<file path="config.mk">
export PLATFORM = sky130hd
export DESIGN_NAME = uart_tx_arbiter
export DESIGN_NICKNAME = d
export VERILOG_FILES = /design/src/rtl/uart_tx_arbiter.sv
export SDC_FILE = /design/constraint.sdc
export NUM_CORES = 1
export LEC_CHECK = 0
export ABC_AREA = 1
export BUFFER_PORTS_ARGS = -buffer_cell sky130_fd_sc_hd__buf_4
export CAP_MARGIN = 25
export CORE_MARGIN = 2
export CORE_UTILIZATION = 45
export DETAILED_ROUTE_END_ITERATION = 10
export PLACE_DENSITY = 0.74
export SYNTH_ARGS = -nofsm -noshare
export SYNTH_HDL_FRONTEND = slang
export SYNTH_SLANG_ARGS = --single-unit
</file>
<file path="constraint.sdc">
create_clock -name clock -period 2.1 [get_ports clock]
set_clock_uncertainty 0.05 [all_clocks]
set_input_delay 0.21 -clock clock [delete_from_list [all_inputs] [get_ports clock]]
set_output_delay 0.21 -clock clock [all_outputs]
set_load 0.02 [all_outputs]
</file>
<file path="src/rtl/uart_tx_arbiter.sv">
// Round-robin arbiter sharing one uart_tx between NUM_REQ byte requesters.
// Define UART_ARB_BURST_EN to let a still-valid winner keep the grant for up to MAX_BURST bytes.
module uart_tx_arbiter #(
  parameter int unsigned NUM_REQ   = 4,
  parameter int unsigned DATA_BITS = 8,
  parameter int unsigned MAX_BURST = 4
) (
  input  logic                           clock,
  input  logic                           reset,
  input  logic [NUM_REQ-1:0]             req_valid,
  input  logic [NUM_REQ*DATA_BITS-1:0]   req_data,
  input  logic [NUM_REQ-1:0]             req_parity_en,
  input  logic [NUM_REQ-1:0]             req_parity_odd,
  output logic [NUM_REQ-1:0]             req_ready,
  output logic [NUM_REQ-1:0]             grant,
  output logic                           arb_busy,
  output logic                           tx_enb,
  output logic [DATA_BITS-1:0]           tx_data,
  output logic                           tx_parity_en,
  output logic                           tx_parity_odd,
  input  logic                           tx_busy,
  input  logic                           tx_done,
  output logic [15:0]                    byte_count
);

  localparam int unsigned PtrW = (NUM_REQ > 1) ? $clog2(NUM_REQ) : 1;

  typedef enum logic [1:0] {StIdle, StStart, StWait} state_e;

  state_e                 state_q, state_d;
  logic [PtrW-1:0]        pointer_q, pointer_d;
  logic [PtrW-1:0]        win_idx_q, win_idx_d;
  logic [NUM_REQ-1:0]     grant_q, grant_d;
  logic                   tx_enb_q, tx_enb_d;
  logic [DATA_BITS-1:0]   tx_data_q, tx_data_d;
  logic                   tx_parity_en_q, tx_parity_en_d;
  logic                   tx_parity_odd_q, tx_parity_odd_d;
  logic [15:0]            byte_count_q, byte_count_d;

  logic [PtrW-1:0]        winner;
  logic [PtrW-1:0]        idx_w;
  logic [NUM_REQ-1:0]     winner_oh;
  logic [PtrW-1:0]        next_ptr;
  logic                   found;
  logic                   accept;
  int unsigned            idx;

`ifdef UART_ARB_BURST_EN
  localparam int unsigned BurstW = $clog2(MAX_BURST + 1);
  logic [BurstW-1:0]      burst_cnt_q, burst_cnt_d;
`else
  // Burst length only matters when bursting is compiled in.
  if (MAX_BURST == 0) begin : g_max_burst_unused
  end
`endif

  // First valid requester at or after the pointer, wrapping modulo NUM_REQ.
  always_comb begin
    winner = '0;
    found  = 1'b0;
    idx    = 0;
    idx_w  = '0;
    for (int unsigned k = 0; k < NUM_REQ; k++) begin
      idx = 32'(pointer_q) + k;
      if (idx >= NUM_REQ) idx = idx - NUM_REQ;
      idx_w = PtrW'(idx);
      if (!found && req_valid[idx_w]) begin
        winner = idx_w;
        found  = 1'b1;
      end
    end
  end

  always_comb begin
    winner_oh         = '0;
    winner_oh[winner] = 1'b1;
  end

  assign req_ready = (state_q == StIdle && !reset && !tx_busy && |req_valid) ? winner_oh : '0;
  assign accept    = |(req_valid & req_ready);
  assign next_ptr  = (win_idx_q == PtrW'(NUM_REQ - 1)) ? '0 : win_idx_q + PtrW'(1);

  always_comb begin
    state_d         = state_q;
    pointer_d       = pointer_q;
    win_idx_d       = win_idx_q;
    grant_d         = grant_q;
    tx_enb_d        = 1'b0;
    tx_data_d       = tx_data_q;
    tx_parity_en_d  = tx_parity_en_q;
    tx_parity_odd_d = tx_parity_odd_q;
    byte_count_d    = byte_count_q;
`ifdef UART_ARB_BURST_EN
    burst_cnt_d     = burst_cnt_q;
`endif
    unique case (state_q)
      StIdle: begin
        if (accept) begin
          tx_data_d       = req_data[32'(winner) * DATA_BITS +: DATA_BITS];
          tx_parity_en_d  = req_parity_en[winner];
          tx_parity_odd_d = req_parity_odd[winner];
          grant_d         = winner_oh;
          win_idx_d       = winner;
          tx_enb_d        = 1'b1;
          state_d         = StStart;
        end
      end
      StStart: begin
        state_d = StWait;
      end
      StWait: begin
        if (tx_done) begin
          byte_count_d = byte_count_q + 16'd1;
          grant_d      = '0;
          state_d      = StIdle;
`ifdef UART_ARB_BURST_EN
          if (req_valid[win_idx_q] && (32'(burst_cnt_q) + 1 < MAX_BURST)) begin
            pointer_d   = win_idx_q;
            burst_cnt_d = burst_cnt_q + BurstW'(1);
          end else begin
            pointer_d   = next_ptr;
            burst_cnt_d = '0;
          end
`else
          pointer_d    = next_ptr;
`endif
        end
      end
      default: state_d = StIdle;
    endcase
  end

  always_ff @(posedge clock) begin
    if (reset) begin
      state_q         <= StIdle;
      pointer_q       <= '0;
      win_idx_q       <= '0;
      grant_q         <= '0;
      tx_enb_q        <= 1'b0;
      tx_data_q       <= '0;
      tx_parity_en_q  <= 1'b0;
      tx_parity_odd_q <= 1'b0;
      byte_count_q    <= '0;
`ifdef UART_ARB_BURST_EN
      burst_cnt_q     <= '0;
`endif
    end else begin
      state_q         <= state_d;
      pointer_q       <= pointer_d;
      win_idx_q       <= win_idx_d;
      grant_q         <= grant_d;
      tx_enb_q        <= tx_enb_d;
      tx_data_q       <= tx_data_d;
      tx_parity_en_q  <= tx_parity_en_d;
      tx_parity_odd_q <= tx_parity_odd_d;
      byte_count_q    <= byte_count_d;
`ifdef UART_ARB_BURST_EN
      burst_cnt_q     <= burst_cnt_d;
`endif
    end
  end

  assign grant         = grant_q;
  assign arb_busy      = (state_q != StIdle);
  assign tx_enb        = tx_enb_q;
  assign tx_data       = tx_data_q;
  assign tx_parity_en  = tx_parity_en_q;
  assign tx_parity_odd = tx_parity_odd_q;
  assign byte_count    = byte_count_q;

endmodule

</file>
After elaboration in Yosys (flattened, before gate mapping):

Index checks and enable logic that the tools add are counted.

* register bits: 37
* output and inout bits: 36

* add/subtract/negate cells: 9
* $lt $le $gt $ge: 10
* equality and inequality tests: 5
* shift operators: 1
* multiplexer cells: 34
* bitwise operators: 2
* reductions and logical operators: 22

Operator list (number)
* indexed part select 32 x 6 -> 8 bit: 1
* 2-to-1 mux 2 bit: 11
* adder 16 x 1 -> 16 bit, second input constant: 1
* less-than comparator 2 x 3 -> 1 bit, second input constant: 5
* binary-select mux 1 bit (select 2 bit): 6
* 2-to-1 mux 4 bit: 3
* 2-to-1 mux 1 bit: 11
* >= comparator 3 bit, second input constant: 3
* case mux 4 bit (2 select lines): 1
* OR reduction 4 bit: 2
* subtractor 2 x 1 -> 2 bit, second input constant: 4
* logical AND 1 bit: 7
* adder 2 x 2 -> 3 bit, second input constant: 2
* case mux 2 bit (3 select lines): 1
* AND reduction 2 bit: 3
* logical NOT 1 bit: 5
* AND 4 bit: 1
* == test 2 bit, second input constant: 2
* inequality test 2 bit, second input constant: 2
* nonzero test 2 bit: 2
* adder 2 x 1 -> 3 bit, second input constant: 1
* >= comparator 2 x 3 -> 1 bit, second input constant: 1
* AND reduction 3 bit: 1
* adder 2 x 1 -> 2 bit, second input constant: 1
* other kinds (6): 6

Depth between registers and ports, before layout:

* depth after elaboration: 23
* gate-level depth with buffers: 18
* depth with buffers taken out: 16

Worst setup path before layout:

Ideal clock, no wire load.

* kind: register to output
* start: register pointer_q[0]
* end: output req_ready[2]
* data arrival time: 1.603 ns
* setup slack: 0.237 ns
* stages on the path, launching flop included: 14
* path through: dfxtp_1 buf_6 inv_6 nand2_1 nand3_1 nand2_1 nand2_1 inv_2 nand2_4 nor2_4 nand3b_4 buf_6 nand3_1 inv_1

* word-level cells in the longest chain between the ends: 19

RTL lines
* from (decl): RTL line 31 `logic [PtrW-1:0] pointer_q, pointer_d;`
* from (signal assigned): RTL line 149 `pointer_q <= pointer_d;`
* parallel branches: the longest is 13 deep, another holds adder 2 x 1 -> 3 bit
* 2-to-1 mux 2 bit (*): RTL line 67 `if (!found && req_valid[idx_w]) begin`
* less-than comparator 2 x 3 -> 1 bit (implied by the code) / >= comparator 2 x 1 -> 1 bit (equally long branches): RTL line 76 `winner_oh[winner] = 1'b1;`
* logical AND 1 bit (implied by the code): RTL line 76
* 2-to-1 mux 1 bit (implied by the code): RTL line 76
* demux 1 bit (select 2 bit) (*): RTL line 76
* 2-to-1 mux 4 bit (*): RTL line 79 `assign req_ready = (state_q == StIdle && !reset && !tx_busy && |req_valid) ? winner_oh : '0;`
* to (decl): RTL line 14 `output logic [NUM_REQ-1:0] req_ready,`

Mark *: on every way between the ends. The select of a mux whose other input is x is not followed.

Worst setup path after layout:

* start: register pointer_q[0]
* end: output req_ready[3]

The elaborated chain is that of the path after synthesis.

==> impl_metrics.json <==
{
  "syn_inst": 350,
  "drive_gt1_share_pct": 36.57,
  "setup_slack_ns": -0.04462,
  "grt_max_degree": 26,
  "final_area_mm2": 0.003244,
  "busiest_layer": "met2",
  "synth.distinct_cells": 35,
  "insertion_delay_ns": 0.29,
  "syn_area_mm2": 0.002282,
  "grtUsageMet3_pct": 4.819,
  "period_share_pct": 102.1,
  "final-max-slew-violation-count": 0,
  "slew-limit-headroom_pct": 74.94,
  "critical_path_class": "reg -> out",
  "yosysSeqAreaShare_pct": 32.46,
  "antenna_found_initial": 0,
  "path_cells": "inv_8, nand2_2, nand2_4, nand2_4, nand2_4, nor2_4, nand2_4, nor2_4, nand3b_4, nand3_2, inv_2, buf_6",
  "crit_family": "simple AND/OR/NAND/NOR gates",
  "gp_congestion": 0.8213,
  "core_mm2": 0.004817,
  "fmax_ghz": 0.4663,
  "die_area_mm2": 0.005657,
  "crit_path_end_kind": "output pin",
  "groute.usage.overall_pct": 22.04,
  "cts_made_buffers": 5,
  "crit_fanout": 8,
  "final_cell_mix": "buf_4 (95), nand2_1 (89), nand3_1 (46), dfxtp_1 (35), inv_1 (32)",
  "clkSinkCount": 37,
  "crit_required_ns": 1.84,
  "cpMostUsedCell": "nand2_4",
  "num_antenna_cells": 0,
  "clockRootBuffer": "clkbuf_8",
  "grt_pass1_wl_um": 9597,
  "placed_area_mm2": 0.002953,
  "nFillCells": 452,
  "cts_max_level": 2,
  "fp-row-count": 25,
  "routed_wl_um": 5970,
  "whs_ns": 0.1782,
  "clockBufferDepth": 2,
  "ios": 84,
  "worst-path-buf-inv": 3,
  "nNetsFinal": 492,
  "p_leak_nw": 1.640,
  "grt_overflow": 0,
  "die-height_um": 75.22,
  "vias": 2502,
  "ys_ff_latch": 37,
  "drcViolationCount": 0,
  "syn_nets": 400,
  "drt_pass1_iterations": 4,
  "maxCapViolCount": 0,
  "synth_warnings": 0,
  "initial_utilization_pct": 47.38,
  "hpwl_um": 4409,
  "hold_path.class": "in -> reg",
  "ant_nets": 0,
  "rsz0062_at_grt": "yes",
  "cp_data_arrival_time_ns": 1.88,
  "violations": "negative setup slack",
  "hold_viol_final": 0,
  "grt_pass1_vias": 2231,
  "cpMaxStageDelayCell": "dfxtp_4",
  "syn_avg_cell_area_um2": 6.521,
  "ctsHoldBuffers": 0,
  "cp-start-kind": "flop",
  "dp_slack_ns": -0.06010,
  "routedWlPerCell_um": 11.71,
  "grtUsageMet1_pct": 25.94,
  "final_common_cell": "buf_4",
  "finalSetupTns_ns": -0.1057,
  "clk_pin_slew_ns": 0.07,
  "area_delta_synth_final_pct": 42.16,
  "grt_use_met2_pct": 39.38,
  "die_w_um": 75.22,
  "slowest_delay_ns": 0.43,
  "cts_tree": "built",
  "outcome": "finished with violations",
  "min_period_ns": 2.145,
  "setup_violations": 4,
  "numPortBuffers": 83,
  "worst-slew-pin-transition_ns": 0.3749,
  "vias_per_cell": 4.906,
  "power.density_mw_per_mm2": 582.7,
  "drt_iter0_drc": 104,
  "ir_worst_vdd_mv": 0.2913
}
## stage by stage
step | utilization, % | power [W] | cells
after detailed placement | 61.30 | 0.001357 | 493
after global routing | 67.35 | 0.002014 | 510
after floorplan | - | 0.001179 | 350
after global placement | 61.30 | 0.001354 | 493
final | 67.35 | 0.001890 | 510
after CTS | 65.90 | 0.001889 | 508
## worst min-delay path, cell delays in order
cell,delay (ns)
buf_4,0.07
a31oi_1,0.04
nand3_1,0.10
inv_1,0.04
## layer usage
metal / share of wire (%) / wire length (µm) / vias to the layer above
met4: 1.4 / 84 / 0
met2: 52 / 3112 / 60
met3: 4.9 / 292 / 9
li1: - / - / 1307
met1: 42 / 2481 / 1126
met5: 0 / 0 / -
## cell usage after synthesis
library cell	count	area share (%)
nand2_1	98	16
nand3_1	51	11
dfxtp_1	37	32
inv_1	36	5.9
nor2_1	30	4.9
a21oi_1	15	3.3
o21ai_0	13	2.9
nand2_2	12	3.3
clkbuf_1	7	1.2
o21ai_1	6	1.3
inv_2	5	0.82
buf_6	4	2.0
nand2_4	4	2.0
nand4_1	3	0.82
nor2_4	3	1.5
buf_2	2	0.44
buf_4	2	0.66
ha_1	2	1.1
nor2_2	2	0.55
nor3_1	2	0.44
o21a_1	2	0.66
a211oi_1	1	0.33
a31oi_1	1	0.27
inv_6	1	0.38
nand3_2	1	0.44
nand3_4	1	0.77
nand3b_4	1	0.88
nand4_2	1	0.55
nor3_2	1	0.44
nor3b_1	1	0.33
o211ai_1	1	0.33
o211ai_2	1	0.55
o21a_4	1	0.66
or2_0	1	0.27
xor2_1	1	0.38
## registers in the layout, summed over array words and instances, names as in the netlist
register / flops
byte_count: 16
grant: 4
pointer_q: 2
state_q: 2
tx_data: 8
tx_enb: 1
tx_parity_en: 1
tx_parity_odd: 1
win_idx_q: 2
## final cells by class
type                       count  area [µm²]  share of cell area (%)
multi-input combinational    256        1395                   43.00
timing repair buffer         100       769.5                   23.72
sequential                    37       745.7                   22.98
inverter                      42       167.7                   5.168
tap                           67       83.83                   2.584
clock buffer                   6       72.57                   2.237
clock inverter                 2       10.01                  0.3085
## worst paths after layout
check                             from                 endpoint  depth (start not counted)  slack (ns)
max          pointer_q[0]$_SDFFE_PP0P_             req_ready[3]                         12       -0.04
min                            tx_busy  state_q[0]$_SDFFE_PP0P_                          4        0.18
max reg2reg  pointer_q[0]$_SDFFE_PP0P_  tx_data[5]$_SDFFE_PP0P_                         14        0.14
min reg2reg      grant[1]$_SDFFE_PP0P_    grant[1]$_SDFFE_PP0P_                          2        0.41
## kinds of logic after synthesis
| logic type | after synthesis | synth area share [%] |
|---|---|---|
| AOI/OAI and AO/OA | 41 | 10.25 |
| xor gates and xnor gates | 1 | 0.3838 |
| adders and majority gates | 2 | 1.096 |
| buffers and inverters | 57 | 11.35 |
| DFF | 37 | 32.46 |
| and+or+nand+nor | 212 | 44.46 |
## report_power, final
part / internal [W] / switching [W]
Combinational: 0.000278 / 0.000374
Sequential: 0.000736 / 0.0000245
Clock: 0.000230 / 0.000249
## repair_timing
item                                   in CTS  in global routing
buffers inserted                            7                  2
pin swaps                                  10                  5
resized for setup                          25                 16
setup endpoints to repair                   4                  8
endpoints found under the hold margin       0                  0
Note: power is estimated with default switching activity, not from simulation.
